[src/rtl/adc_sequencer.sv]
// ADS1256-style conversion sequencer driving an SPI master: SELFCAL, then
// one RDATA read per DRDY falling edge, with missed-edge and timeout flags.
// Ports: clock_i/reset_i (sync, active high), enable_i, DRDY_L_i (async),
//   spi_start_o/spi_tx_buffer_o/spi_mode_o -> spi, spi_done_i/spi_rx_buffer_i <- spi,
//   sample_o/sample_valid_o, missed_o, error_o, busy_o.

package adc_sequencer_pkg;
    typedef enum logic [1:0] {
        SPI_IDLE  = 2'd0,
        SPI_TX    = 2'd1,
        SPI_TX_RX = 2'd2
    } spi_mode_t;
endpackage

module adc_sequencer
    import adc_sequencer_pkg::*;
#(
    parameter logic [7:0]  CMD_SELFCAL  = 8'hF0,
    parameter logic [7:0]  CMD_RDATA    = 8'h01,
    parameter logic [31:0] DRDY_TIMEOUT = 32'd400_000
) (
    input  logic        clock_i,
    input  logic        reset_i,
    input  logic        enable_i,
    input  logic        DRDY_L_i,
    output logic        spi_start_o,
    output logic [7:0]  spi_tx_buffer_o,
    output spi_mode_t   spi_mode_o,
    input  logic        spi_done_i,
    input  logic [23:0] spi_rx_buffer_i,
    output logic [23:0] sample_o,
    output logic        sample_valid_o,
    output logic [7:0]  missed_o,
    output logic        error_o,
    output logic        busy_o
);

    typedef enum logic [3:0] {
        S_IDLE,
        S_CAL_START,
        S_CAL_BUSY,
        S_CAL_WAIT,
        S_RUN_WAIT,
        S_READ_START,
        S_READ_BUSY,
        S_OUTPUT,
        S_ERROR
    } state_t;

    state_t      state_q;
    logic        sync1_q;
    logic        sync2_q;
    logic        prev_q;
    logic [31:0] tcnt_q;
    logic        start_q;
    logic [7:0]  tx_q;
    spi_mode_t   mode_q;
    logic [23:0] sample_q;
    logic        valid_q;
    logic [7:0]  missed_q;
    logic        error_q;

    logic drdy_fall;
    logic in_read;
    logic tmo_hit;

    assign drdy_fall = prev_q & ~sync2_q;
    assign in_read   = (state_q == S_READ_START) ||
                       (state_q == S_READ_BUSY) ||
                       (state_q == S_OUTPUT);
    assign tmo_hit   = (tcnt_q == DRDY_TIMEOUT - 32'd1);

    always_ff @(posedge clock_i) begin
        if (reset_i) begin
            state_q  <= S_IDLE;
            sync1_q  <= 1'b1;
            sync2_q  <= 1'b1;
            prev_q   <= 1'b1;
            tcnt_q   <= '0;
            start_q  <= 1'b0;
            tx_q     <= '0;
            mode_q   <= SPI_IDLE;
            sample_q <= '0;
            valid_q  <= 1'b0;
            missed_q <= '0;
            error_q  <= 1'b0;
        end else begin
            sync1_q <= DRDY_L_i;
            sync2_q <= sync1_q;
            prev_q  <= sync2_q;
            start_q <= 1'b0;
            valid_q <= 1'b0;

            // Edges during a read are counted, never queued.
            if (drdy_fall && in_read && missed_q != 8'hFF)
                missed_q <= missed_q + 8'd1;

            unique case (state_q)
                S_IDLE: begin
                    mode_q <= SPI_IDLE;
                    if (enable_i && !error_q)
                        state_q <= S_CAL_START;
                end
                S_CAL_START: begin
                    start_q <= 1'b1;
                    tx_q    <= CMD_SELFCAL;
                    mode_q  <= SPI_TX;
                    state_q <= S_CAL_BUSY;
                end
                S_CAL_BUSY: begin
                    if (spi_done_i) begin
                        mode_q  <= SPI_IDLE;
                        tcnt_q  <= '0;
                        state_q <= enable_i ? S_CAL_WAIT : S_IDLE;
                    end
                end
                S_CAL_WAIT: begin
                    // A DRDY edge on the timeout cycle still counts as success.
                    if (!enable_i) begin
                        state_q <= S_IDLE;
                    end else if (drdy_fall) begin
                        tcnt_q  <= '0;
                        state_q <= S_RUN_WAIT;
                    end else if (tmo_hit) begin
                        error_q <= 1'b1;
                        state_q <= S_ERROR;
                    end else begin
                        tcnt_q <= tcnt_q + 32'd1;
                    end
                end
                S_RUN_WAIT: begin
                    if (!enable_i) begin
                        state_q <= S_IDLE;
                    end else if (drdy_fall) begin
                        state_q <= S_READ_START;
                    end else if (tmo_hit) begin
                        error_q <= 1'b1;
                        state_q <= S_ERROR;
                    end else begin
                        tcnt_q <= tcnt_q + 32'd1;
                    end
                end
                S_READ_START: begin
                    start_q <= 1'b1;
                    tx_q    <= CMD_RDATA;
                    mode_q  <= SPI_TX_RX;
                    state_q <= S_READ_BUSY;
                end
                S_READ_BUSY: begin
                    if (spi_done_i) begin
                        sample_q <= spi_rx_buffer_i;
                        valid_q  <= 1'b1;
                        mode_q   <= SPI_IDLE;
                        state_q  <= S_OUTPUT;
                    end
                end
                S_OUTPUT: begin
                    tcnt_q  <= '0;
                    state_q <= enable_i ? S_RUN_WAIT : S_IDLE;
                end
                S_ERROR: begin
                    if (!enable_i) begin
                        error_q <= 1'b0;
                        state_q <= S_IDLE;
                    end
                end
                default: state_q <= S_IDLE;
            endcase
        end
    end

    assign spi_start_o     = start_q;
    assign spi_tx_buffer_o = tx_q;
    assign spi_mode_o      = mode_q;
    assign sample_o        = sample_q;
    assign sample_valid_o  = valid_q;
    assign missed_o        = missed_q;
    assign error_o         = error_q;
    assign busy_o          = (state_q != S_IDLE);

endmodule

[config.mk]
export PLATFORM = sky130hd
export DESIGN_NAME = adc_sequencer
export DESIGN_NICKNAME = d
export VERILOG_FILES = /design/src/rtl/adc_sequencer.sv
export SDC_FILE = /design/constraint.sdc
export NUM_CORES = 1
export LEC_CHECK = 0
export CAP_MARGIN = 5
export CORE_UTILIZATION = 47
export CTS_CLUSTER_SIZE = 28
export DETAILED_ROUTE_END_ITERATION = 8
export PLACE_DENSITY_LB_ADDON = 0.1
export SYNTH_ARGS = -nofsm -noshare
export SYNTH_HDL_FRONTEND = slang
export SYNTH_SLANG_ARGS = --single-unit
[constraint.sdc]
create_clock -name clock_i -period 1.55 [get_ports clock_i]
set_input_delay 0.155 -clock clock_i [delete_from_list [all_inputs] [get_ports clock_i]]
set_output_delay 0.155 -clock clock_i [all_outputs]
set_load 0.01 [all_outputs]
Word level (Yosys, flattened, before mapping)
Index checks and enable logic that the tools add are counted.
{ "word_totals": {"in_bits": 29, "elab_cells": 88, "reg_bits": 84, "output_inout_bits": 46} }
{ "classes": {"n_addsub": 2, "n_eq_ne": 21, "mux": 29, "bitwise": 3, "n_reduce_logical": 21} }
{ "op_table": {"columns": ["cell", "count"], "rows": [
  ["$mux W32", 6],
  ["$pmux W32 S4", 1],
  ["$mux W4", 9],
  ["$pmux W4 S9", 1],
  ["$add A32 B1 Y32 const B", 1],
  ["$eq A32 B19 Y1 const B", 1],
  ["$eq A4 B3 Y1 const B", 4],
  ["$ne A2 B2 Y1 const B", 8],
  ["$pmux W8 S2", 1],
  ["$reduce_bool A4 Y1", 3],
  ["$reduce_and A5 Y1", 2],
  ["$add A8 B1 Y8 const B", 1],
  ["$eq A4 B2 Y1 const B", 2],
  ["$ne A8 B8 Y1 const B", 1],
  ["$pmux W2 S4", 1],
  ["$reduce_or A2 Y1", 4],
  ["$mux W1", 6],
  ["$ne A2 B1 Y1 const B", 3],
  ["$eq A4 B1 Y1 const B", 1],
  ["$eq A4 B4 Y1 const B", 1],
  ["$logic_not A4 Y1", 1],
  ["$mux W2", 2],
  ["$reduce_and A2 Y1", 2],
  ["$reduce_and A4 Y1", 1],
  ["other kinds (8)", 13]
]} }

Depth between registers and ports, before layout
Gate-level depths: netlist of the first run.
{ "depth": {"ltp_word": 5, "ltp_mapped": 8, "ltp_nobuf": 6} }

Worst setup path after synthesis of the first run
Ideal clock, no wire load.
{ "synth_timing": {"path_type": "flip-flop to flip-flop", "start": "register state_q[1]", "end": "register tcnt_q[27]", "t_required_ns": 1.420, "setup_ns": 0.130, "setup_slack_ns": -0.178, "period_less_slack_ns": 1.728, "stages_incl_launch_ff": 7, "t_arrival_ns": 1.598, "path_buffers": 2, "cell_sequence": "dfxtp_1 nor4bb_1 o21ba_1 buf_2 o41ai_4 buf_6 a21oi_1"} }
{ "synth_between": {"elab_chain_len": 3, "word_cells_on_any_way": 11, "classes_between": "eq/ne (8); mux (1); reduce/logical (2)"} }
{ "synth_rtl": {"columns": ["item", "line", "rtl"], "rows": [
  ["start: declaration", "50", "state_t state_q;"],
  ["start signal: assignment", "114", "state_q <= enable_i ? S_CAL_WAIT : S_IDLE;"],
  ["start signal: assignment", "159", "state_q <= enable_i ? S_RUN_WAIT : S_IDLE;"],
  ["$eq A4 B3 Y1 or $eq A4 B2 Y1 (tied branches)", "98", "unique case (state_q)"],
  ["$reduce_bool A4 Y1 (no line) or $ne A2 B2 Y1 (tied branches)", null, null],
  ["$reduce_and A5 Y1 (no line)", null, null],
  ["end signal: assignment", "128", "tcnt_q <= tcnt_q + 32'd1;"],
  ["end signal: assignment", "140", "tcnt_q <= tcnt_q + 32'd1;"],
  ["end: declaration", "54", "logic [31:0] tcnt_q;"]
]} }
Parallel ways exist; a longest one is shown, timed or not.
A chain may end at the register's enable or synchronous reset.

Final worst setup path of the first run
{ "layout_timing": {"start": "register state_q[1]", "end": "register tcnt_q[11]"} }
The elaborated chain is that of the path after synthesis.

==> run metrics, run 1 <==
Rows=32; Hold Startpoint=spi_rx_buffer_i[4]; NetSw=1430 uW; DR WL/cell=17.5 um; Setup CP Type=flop to flop; clock sinks=78; vias in the first global route=3911; post-layout net count=675; initial antenna violation count=0; switch share=30.2%; Die H=91.8 um; Port Buffer Count=71; drt pass-1 iters=5; Total GRT Usage=26.8%; Slowest Stage Delay on Critical Path=0.50 ns; Hold Path Class=input port to flop; final WL=13200 um; Finished Layout Cells=751; predominant post-synthesis flop cell=dfxtp_1; DIE WIDTH=91.8 um; Finished Core Util=81.5%; end of the worst hold path=sample_o[4]; Synth Area in XOR/XNOR=2.31%; critical path arrival=2.24 ns; Yosys cell types=63; Ports=75; crit path capture type=flop; CTS tree=built; commonest non-fill, non-tap cell in the layout=buf_4; Layout Area Growth over Synthesis=67.1%; Worst Hold Depth=3; Lkg Pwr=0.00220 uW; Fmax=514 MHz; Reg2Reg Setup Slack=-0.40 ns; violated checks=negative setup slack; Yosys top cell by area=dfxtp_1; Initial Utilization=48.7%; Die ar.=8420 um^2; Seq pwr share=44.3%; placed cells=701; GP Congestion=0.847; most frequent cells in the layout=buf_4 (99), nand2_1 (76), clkdlybuf4s50_1 (70); Post-Route M1 WL=5270 um; post-route ant nets=0; mux contribution to synthesized area=0.793%; Seq/Total Area, Yosys=41.2%; DRC=0; number of buffers created by CTS=9; max layer used=met4; Tmin final=1.95 ns; Max VDD drop=0.452 mV; largest family of logic cells by synthesized area=simple AND/OR/NAND/NOR gates; Max H-tree Level=3; cell area after synthesis=3790 um^2; DR WL met2=6480 um; overall power=4740 uW; Gate power share=23.9%; Reg2Reg Capture Point=tcnt_q[11]; Post-Syn Instances=465; crit-path cells=nor3b_4 > a32o_2 > buf_4 > nand2_8 > or4_1 > a21oi_1; core region area=7770 um^2; Reg2Reg Depth=6; vias per cell=5.72; status=complete, but fails checks; via count=4295; EDFF count, synth=0; P per Cell Area=749 nW/um^2; GRT overflow=0; max cap viols=0; largest cells by area after synthesis=dfxtp_1 (41%), nand2_1 (7.7%), a21oi_1 (7.4%), nor2_1 (2.6%), o21ai_0 (2.5%); Synth top area share=41.2%; Clock power frac=31.8%; Hold Vio Cnt, Final=0; starting DRC count in detailed routing=212; slack of the critical path=-0.396 ns; yosys warns=0; Syn Area/Cell=8.14 um^2; layout cell share with drive strength beyond 1=35.0%; clock root buffer=clkbuf_8; WL met3=754 um; Clock Path Buffers=2; Worst Path Max Fanout=19; Min Hold Slack=0.331 ns; compound-cell area share of the yosys netlist=19.7%; #FFs+latches synth=78; unrepaired setup endpoints after global routing=true; Final setup violation count=68; Worst Path Required=1.84 ns; antenna cell count=0; Clock Pin Slew Worst Setup and Hold Paths=0.10 ns; area share of fa/ha/maj cells after synthesis=0.661%; post-route clock skew=0.0210 ns; final cycle utilization of the critical path=126%; largest net degree at the start of global routing=45; ys async rst share=0%; global-route wire length before repair=18000 um; Post-Synth Simple-Gate Area=29.6%; Slew Viols, Final=0; Place WS=-0.546 ns; FF-to-FF Start=state_q[1]; Critical Path Source Type=flop; number of buffers inserted by hold repair at cts=0; internal power=3310 uW; Critical Path Slowest Stage Cell=or4_1; HPWL Detailed=7340 um; clk_lat worst skew=0.37 ns
==> cell type report <==
class	count	area, um^2
fill	473	1440
tap	102	128
multi-input combinational	347	2510
sequential	78	1590
inverter	11	41.3
clock inverter	5	41.3
clock buffer	11	151
timing repair buffer	197	1870
==> flip-flops by register name, summed over array words and instances, names as in the netlist <==
register,flops
sync2_q,1
sample_valid_o,1
sample_o,24
spi_start_o,1
missed_o,8
spi_tx_buffer_o,2
state_q,4
spi_mode_o,2
sync1_q,1
tcnt_q,32
prev_q,1
error_o,1
==> Yosys cell counts, types with 2 or more instances <==
master	n
dfxtp_1	78
nand2_1	78
a21oi_1	56
nor2_1	26
o21ai_0	19
nand3_1	18
nor4_1	13
clkbuf_1	12
nand4_1	12
inv_1	11
nor3_1	11
o31ai_1	11
xnor2_1	10
buf_2	9
or3_1	9
or4_1	7
buf_4	6
nand2b_1	6
and3_1	4
nor3b_1	4
nor4b_1	4
a32oi_1	3
mux2i_1	3
nand3b_1	3
or2_2	3
a211oi_1	2
a31oi_1	2
and2_1	2
and2b_1	2
and4_1	2
buf_1	2
buf_6	2
ha_1	2
nand4b_1	2
o311ai_1	2
o41ai_2	2
==> stage by stage <==
step	TNS (ns)	area [um^2]
2_1_floorplan	-2.11	3920
3_3_place_gp	-15.10	5320
3_5_place_dp	-17.16	5320
4_1_cts	-9.45	5760
5_1_grt	-17.70	6330
6_report	-12.09	6330
==> power groups by stage <==
stage / combinational, uW / sequential (uW) / clock (uW)
3_5_place_dp: 826 / 2140 / 0
6_report: 1130 / 2100 / 1510
4_1_cts: 918 / 2100 / 1510
5_1_grt: 1200 / 2100 / 1590
3_3_place_gp: 806 / 2140 / 0
2_1_floorplan: 483 / 2140 / 0
==> timing repair <==
action | CTS | global route
buffers inserted | 9 | 21
cloned | 2 | 4
setup endpoints to repair | 46 | 75
gates resized for setup | 34 | 73
pin swaps | 13 | 38
==> worst max path at each step <==
stage | startpoint | endpoint | slack (ns)
finish | state_q[1] | tcnt_q[11] | -0.40
global route | state_q[1] | tcnt_q[11] | -0.45
CTS | state_q[0] | tcnt_q[16] | -0.29
detailed placement | enable_i | tcnt_q[7] | -0.55
global placement | enable_i | tcnt_q[25] | -0.50
floorplan | state_q[2] | tcnt_q[27] | -0.09
==> logic make-up (layout without fill, tap and decap cells) <==
family,count (synthesis),after routing
fa+ha+maj,2,2
flops,78,78
simple gates,215,215
buf+inv,43,224
compound gates,113,114
mux,3,3
other cells,1,3
xor+xnor,10,10
==> worst max-delay path, delay by kind of cell, from the launching register on <==
kind            cells  cell delay (ns)
compound gates      2             0.39
buf+inv             1             0.18
flops               1             0.40
simple gates        3             0.89
==> layer usage <==
metal / vias up / global-route usage [%]
li1: 2038 / -
met1: 2025 / 32.2
met2: 180 / 45.6
met3: 52 / 4.64
met4: 0 / 14.1
met5: - / 0
Note: power is estimated with default switching activity, not from simulation.
==> inputs of run 2 (changes only) <==
--- a/config.mk
+++ b/config.mk
@@ -6,9 +6,10 @@
 export NUM_CORES = 1
 export LEC_CHECK = 0
 export CAP_MARGIN = 5
-export CORE_UTILIZATION = 47
+export CORE_UTILIZATION = 52
 export CTS_CLUSTER_SIZE = 28
 export DETAILED_ROUTE_END_ITERATION = 8
+export GPL_TIMING_DRIVEN = 0
 export PLACE_DENSITY_LB_ADDON = 0.1
 export SYNTH_ARGS = -nofsm -noshare
 export SYNTH_HDL_FRONTEND = slang
==> constraint.sdc (replaced) <==
create_clock -name clock_i -period 1.95 [get_ports clock_i]
set_input_delay 0.195 -clock clock_i [delete_from_list [all_inputs] [get_ports clock_i]]
set_output_delay 0.195 -clock clock_i [all_outputs]
set_load 0.01 [all_outputs]
==> run 2 against run 1 <==
  * The run now ends clean
  * Via count down 11%
  * Largest cell class unchanged
  * Worst setup slack better by 0.40 ns
  * Register-to-register slack improved by 0.40 ns
  * Critical path type unchanged
  * Maximum frequency increased by 0.20%
  * First-iteration DRC count decreased by 7.1%
  * Sequential share of layout area is 5.6 points higher
==> run metrics, run 2 (synthesized netlist as in run 1, its figures left out) <==
Critical Path Source Type=flop; layout cell share with drive strength beyond 1=17.3%; dpl cell area=4610 um^2; P per Cell Area=701 nW/um^2; overall power=3590 uW; internal power=2570 uW; post-route clock skew=0.0103 ns; unrepaired setup endpoints after global routing=true; clock root buffer=clkbuf_8; drt pass-1 iters=4; core region area=6910 um^2; Worst Path Max Fanout=10; post-layout net count=587; Clock power frac=35.4%; Port Buffer Count=70; Die H=87.3 um; Ports=75; Worst-Margin Slew=0.539 ns; FF-to-FF Start=state_q[3]; Setup CP Type=flop to flop; critical path arrival=2.24 ns; HPWL Detailed=6990 um; area of the multi-input gates=2210 um^2; commonest non-fill, non-tap cell in the layout=nand2_1; Seq pwr share=46.5%; post-route ant nets=0; Worst Hold Depth=2; NetSw=1010 uW; antenna cell count=0; number of buffers created by CTS=9; Gate power share=18.1%; most frequent cells in the layout=nand2_1 (78), dfxtp_1 (70), clkdlybuf4s50_1 (70); Clock Path Buffers=2; largest net degree at the start of global routing=15; Reg2Reg Setup Slack=0.008 ns; number of buffers inserted by hold repair at cts=0; Tmin final=1.94 ns; Initial Utilization=54.8%; clock sinks=78; clk_lat worst skew=0.36 ns; Hold Path Class=input port to flop; Hold Startpoint=reset_i; slack of the critical path=0.00770 ns; Fmax=515 MHz; Hold Vio Cnt, Final=0; most flop-heavy register=tcnt_q; GP Congestion=0.952; status=finished clean; max cap viols=0; Finished Layout Cells=657; GRT overflow=0; vias per cell=5.84; via count=3836; CTS tree=built; Layout Area Growth over Synthesis=35.2%; Slew Viols, Final=0; Max H-tree Level=3; final cycle utilization of the critical path=99.6%; DRC=0; Clock Pin Slew Worst Setup and Hold Paths=0.09 ns; end of the worst hold path=sync2_q; Final setup violation count=0; Finished Cell Area=5120 um^2; DR WL/cell=16.0 um; Die ar.=7630 um^2; Reg2Reg Capture Point=tcnt_q[26]; DIE WIDTH=87.3 um; Lkg Pwr=0.00161 uW; Total GRT Usage=27.0%; max FFs per register=32; placed cells=633; global-route wire length before repair=16100 um; vias in the first global route=3458; sequential cell area=1570 um^2; final WL=10500 um; setup_tns=0 ns; crit path capture type=flop; switch share=28.3%; Max VDD drop=0.593 mV; filler instances=570; Worst Path Required=2.25 ns; Rows=30; starting DRC count in detailed routing=197; Reg2Reg Depth=6; initial antenna violation count=0; Place WS=-0.426 ns; Slew Limit Headroom=64.1%
-- run 2: worst max-delay path, cell delays in order, from the launching register on --
cell     delay [ns]
dfxtp_1        0.36
and2b_2        0.32
a32o_2         0.27
nand4_1        0.18
buf_4          0.24
or3_1          0.37
a21oi_1        0.14
-- run 2: power groups by stage --
stage	logic (uW)	clock network [uW]	registers, uW
3_3_place_gp	553	0	1690
6_report	650	1270	1670
4_1_cts	593	1290	1660
3_5_place_dp	564	0	1690
2_1_floorplan	354	0	1690
5_1_grt	702	1360	1670
-- run 2: how the worst max path moves through the flow --
| stage | startpoint | end | slack [ns] | cells after the start |
|---|---|---|---|---|
| 2_1_floorplan | state_q[1] | tcnt_q[27] | 0.22 | 6 |
| 3_3_place_gp | spi_done_i | tcnt_q[30] | -0.37 | 7 |
| 3_5_place_dp | spi_done_i | tcnt_q[27] | -0.43 | 7 |
| 4_1_cts | state_q[0] | busy_o | -0.01 | 4 |
| 5_1_grt | tcnt_q[2] | tcnt_q[27] | -0.09 | 5 |
| 6_report | state_q[3] | tcnt_q[26] | 0.008 | 6 |
-- run 2: layout make-up --
type | instances | share of cell area [%]
Buffer | 31 | 3.91
Clock buffer | 10 | 2.69
Clock inverter | 6 | 1.32
Inverter | 11 | 0.807
Multi-Input combinational cell | 346 | 43.2
Sequential cell | 78 | 30.8
Tap cell | 96 | 2.35
Timing Repair Buffer | 79 | 15.0
-- run 2: repair_timing --
item	in CTS	in global routing
endpoints found under the hold margin	0	0
pin swaps	2	9
resized for setup	17	44
setup endpoints to repair	33	53
buffers inserted	3	6
-- run 2: routing by layer --
layer | share of wire [%] | up-vias | global-route usage (%) | wire length, um
met5 | 0 | - | 0 | 0
met4 | 2.7 | 0 | 12.7 | 289
met3 | 5.7 | 23 | 6.35 | 601
met2 | 49 | 139 | 44.0 | 5110
met1 | 43 | 1810 | 33.7 | 4520
li1 | - | 1864 | - | -
-- run 2: stage by stage --
| stage | util (%) | hold slack [ns] |
|---|---|---|
| 2_1_floorplan | - | 0.299 |
| 3_3_place_gp | 66.8 | 0.394 |
| 3_5_place_dp | 66.8 | 0.407 |
| 4_1_cts | 71.1 | 0.283 |
| 5_1_grt | 74.1 | 0.339 |
| 6_report | 74.1 | 0.286 |
==> inputs of run 3 (changes only) <==
--- a/config.mk
+++ b/config.mk
@@ -7,8 +7,9 @@
 export LEC_CHECK = 0
 export CAP_MARGIN = 5
 export CORE_UTILIZATION = 52
-export CTS_CLUSTER_SIZE = 28
+export CTS_CLUSTER_SIZE = 30
 export DETAILED_ROUTE_END_ITERATION = 8
+export GPL_ROUTABILITY_DRIVEN = 0
 export GPL_TIMING_DRIVEN = 0
 export PLACE_DENSITY_LB_ADDON = 0.1
 export SYNTH_ARGS = -nofsm -noshare
==> run 3 against run 2 <==
  * Clock skew fell by 0.0011 ns
  * Count of clock-buffer cells in the layout rose by 1
  * Highest routed layer unchanged
  * Global-route usage rose by 0.58 points
  * Total power rose by 5.1%
  * Maximum frequency rose by 1.3%
  * Register-to-register slack improved by 0.03 ns
  * First-iteration DRC count fell by 13%
  * Critical endpoint is now tcnt_q[28]
  * Largest power group unchanged
  * Worst setup slack improved by 0.025 ns
  * Combinational power fell by 3.7%
  * Worst hold slack improved by 0.028 ns
  * Sequential power barely moved
  * Sequential share of layout area fell by 0.075 points
==> run metrics, run 3 (synthesized netlist as in run 1, its figures left out) <==
setup_tns=0 ns; Clock Pin Slew Worst Setup and Hold Paths=0.08 ns; clock root buffer=clkbuf_8; largest net degree at the start of global routing=14; commonest non-fill, non-tap cell in the layout=nand2_1; Max H-tree Level=3; final WL=10300 um; Critical Path Source Type=flop; Layout Area Growth over Synthesis=35.5%; post-layout net count=589; Rows=30; Clock power frac=39.1%; crit-path cells=buf_4 > nand4_1 > buf_4 > nor4_4 > nand4_1 > o311ai_2 > o41ai_2; via count=3855; Hold Path Class=input port to flop; CTS tree=built; Worst Path Required=2.19 ns; critical path arrival=2.16 ns; global-route wire length before repair=16400 um; DR WL/cell=15.7 um; core region area=6910 um^2; Critical Path Slowest Stage Cell=o311ai_2; NetSw=991 uW; unrepaired setup endpoints after global routing=true; buffers and inverters on the worst path=2; clk_lat worst skew=0.36 ns; post-route ant nets=0; vias per cell=5.85; Ports=75; WL met3=733 um; max cap viols=0; most flop-heavy register=tcnt_q; antenna cell count=0; status=finished clean; Port Buffer Count=70; DIE WIDTH=87.3 um; HPWL Detailed=6970 um; Max VDD drop=0.612 mV; drt pass-1 iters=5; Slew Viols, Final=0; Worst-Margin Slew=0.501 ns; Setup CP Type=flop to flop; Lkg Pwr=0.00164 uW; GRT overflow=0; final cycle utilization of the critical path=98.3%; placed cells=633; switch share=26.3%; vias in the first global route=3504; Slew Limit Headroom=66.6%; number of buffers created by CTS=9; Final setup violation count=0; Finished Layout Cells=659; Fmax=522 MHz; crit path capture type=flop; initial antenna violation count=0; Tmin final=1.92 ns; most frequent cells in the layout=nand2_1 (78), dfxtp_1 (70), clkdlybuf4s50_1 (69); Seq pwr share=44.2%; post-route clock skew=0.00921 ns; DRC=0; P per Cell Area=734 nW/um^2; Die ar.=7630 um^2; layout cell share with drive strength beyond 1=16.9%; Die H=87.3 um; filler instances=555; DR WL met2=5010 um; Clock Path Buffers=2; CP top delay family=simple AND/OR/NAND/NOR gates; starting DRC count in detailed routing=172; internal power=2780 uW; Post-Route M1 WL=4290 um; Initial Utilization=54.8%; Slowest Stage Delay on Critical Path=0.36 ns; max FFs per register=32; max layer used=met4; Hold Vio Cnt, Final=0; Gate power share=16.6%; Worst Path Max Fanout=8; clock sinks=78; Total GRT Usage=27.6%
[run 3: cell type report]
class | instances | area [um^2] | share of cell area (%)
sequential | 78 | 1570 | 30.7
clock inverter | 5 | 106 | 2.07
clock buffer | 11 | 131 | 2.56
timing repair buffer | 81 | 783 | 15.3
tap | 96 | 120 | 2.34
inverter | 11 | 41.3 | 0.805
multi-input combinational | 346 | 2170 | 42.4
buffer | 31 | 200 | 3.90
[run 3: repair_timing]
action / in CTS / in global routing
setup buffers: 5 / 5
hold buffers: 0 / 0
pin swaps: 1 / 8
gates cloned: 0 / 1
endpoints found under the hold margin: 0 / 0
resized for setup: 14 / 45
endpoints found under the setup margin: 36 / 53
[run 3: power groups by stage]
stage	Sequential (uW)	Combinational (uW)	Clock, uW
2_1_floorplan	1690	354	0
3_3_place_gp	1690	552	0
3_5_place_dp	1690	563	0
4_1_cts	1660	600	1490
5_1_grt	1670	673	1570
6_report	1670	626	1470
[run 3: path summary, 6_finish.rpt]
| kind | startpoint | slack, ns | endpoint | cells past startpoint |
|---|---|---|---|---|
| max | tcnt_q[15] | 0.03 | tcnt_q[28] | 7 |
| min | reset_i | 0.31 | prev_q | 2 |
| max reg2reg | tcnt_q[15] | 0.03 | tcnt_q[28] | 7 |
| min reg2reg | sync1_q | 0.42 | sync2_q | 1 |
[run 3: layer usage]
layer	vias to the layer above	GRT usage, %
met1	1812	34.5
met5	-	0
li1	1863	-
met4	0	10.9
met3	28	7.87
met2	152	44.8
[run 3: stage by stage]
stage | cell area [um^2] | utilization [%] | total power [uW] | hold WS [ns] | setup slack [ns]
floorplan | 3790 | - | 2050 | 0.299 | 0.222
global placement | 4610 | 66.8 | 2240 | 0.399 | -0.371
detailed placement | 4610 | 66.8 | 2260 | 0.404 | -0.378
CTS | 4960 | 71.8 | 3750 | 0.301 | -0.00792
global route | 5130 | 74.3 | 3910 | 0.330 | -0.0922
finish | 5130 | 74.3 | 3770 | 0.314 | 0.0330
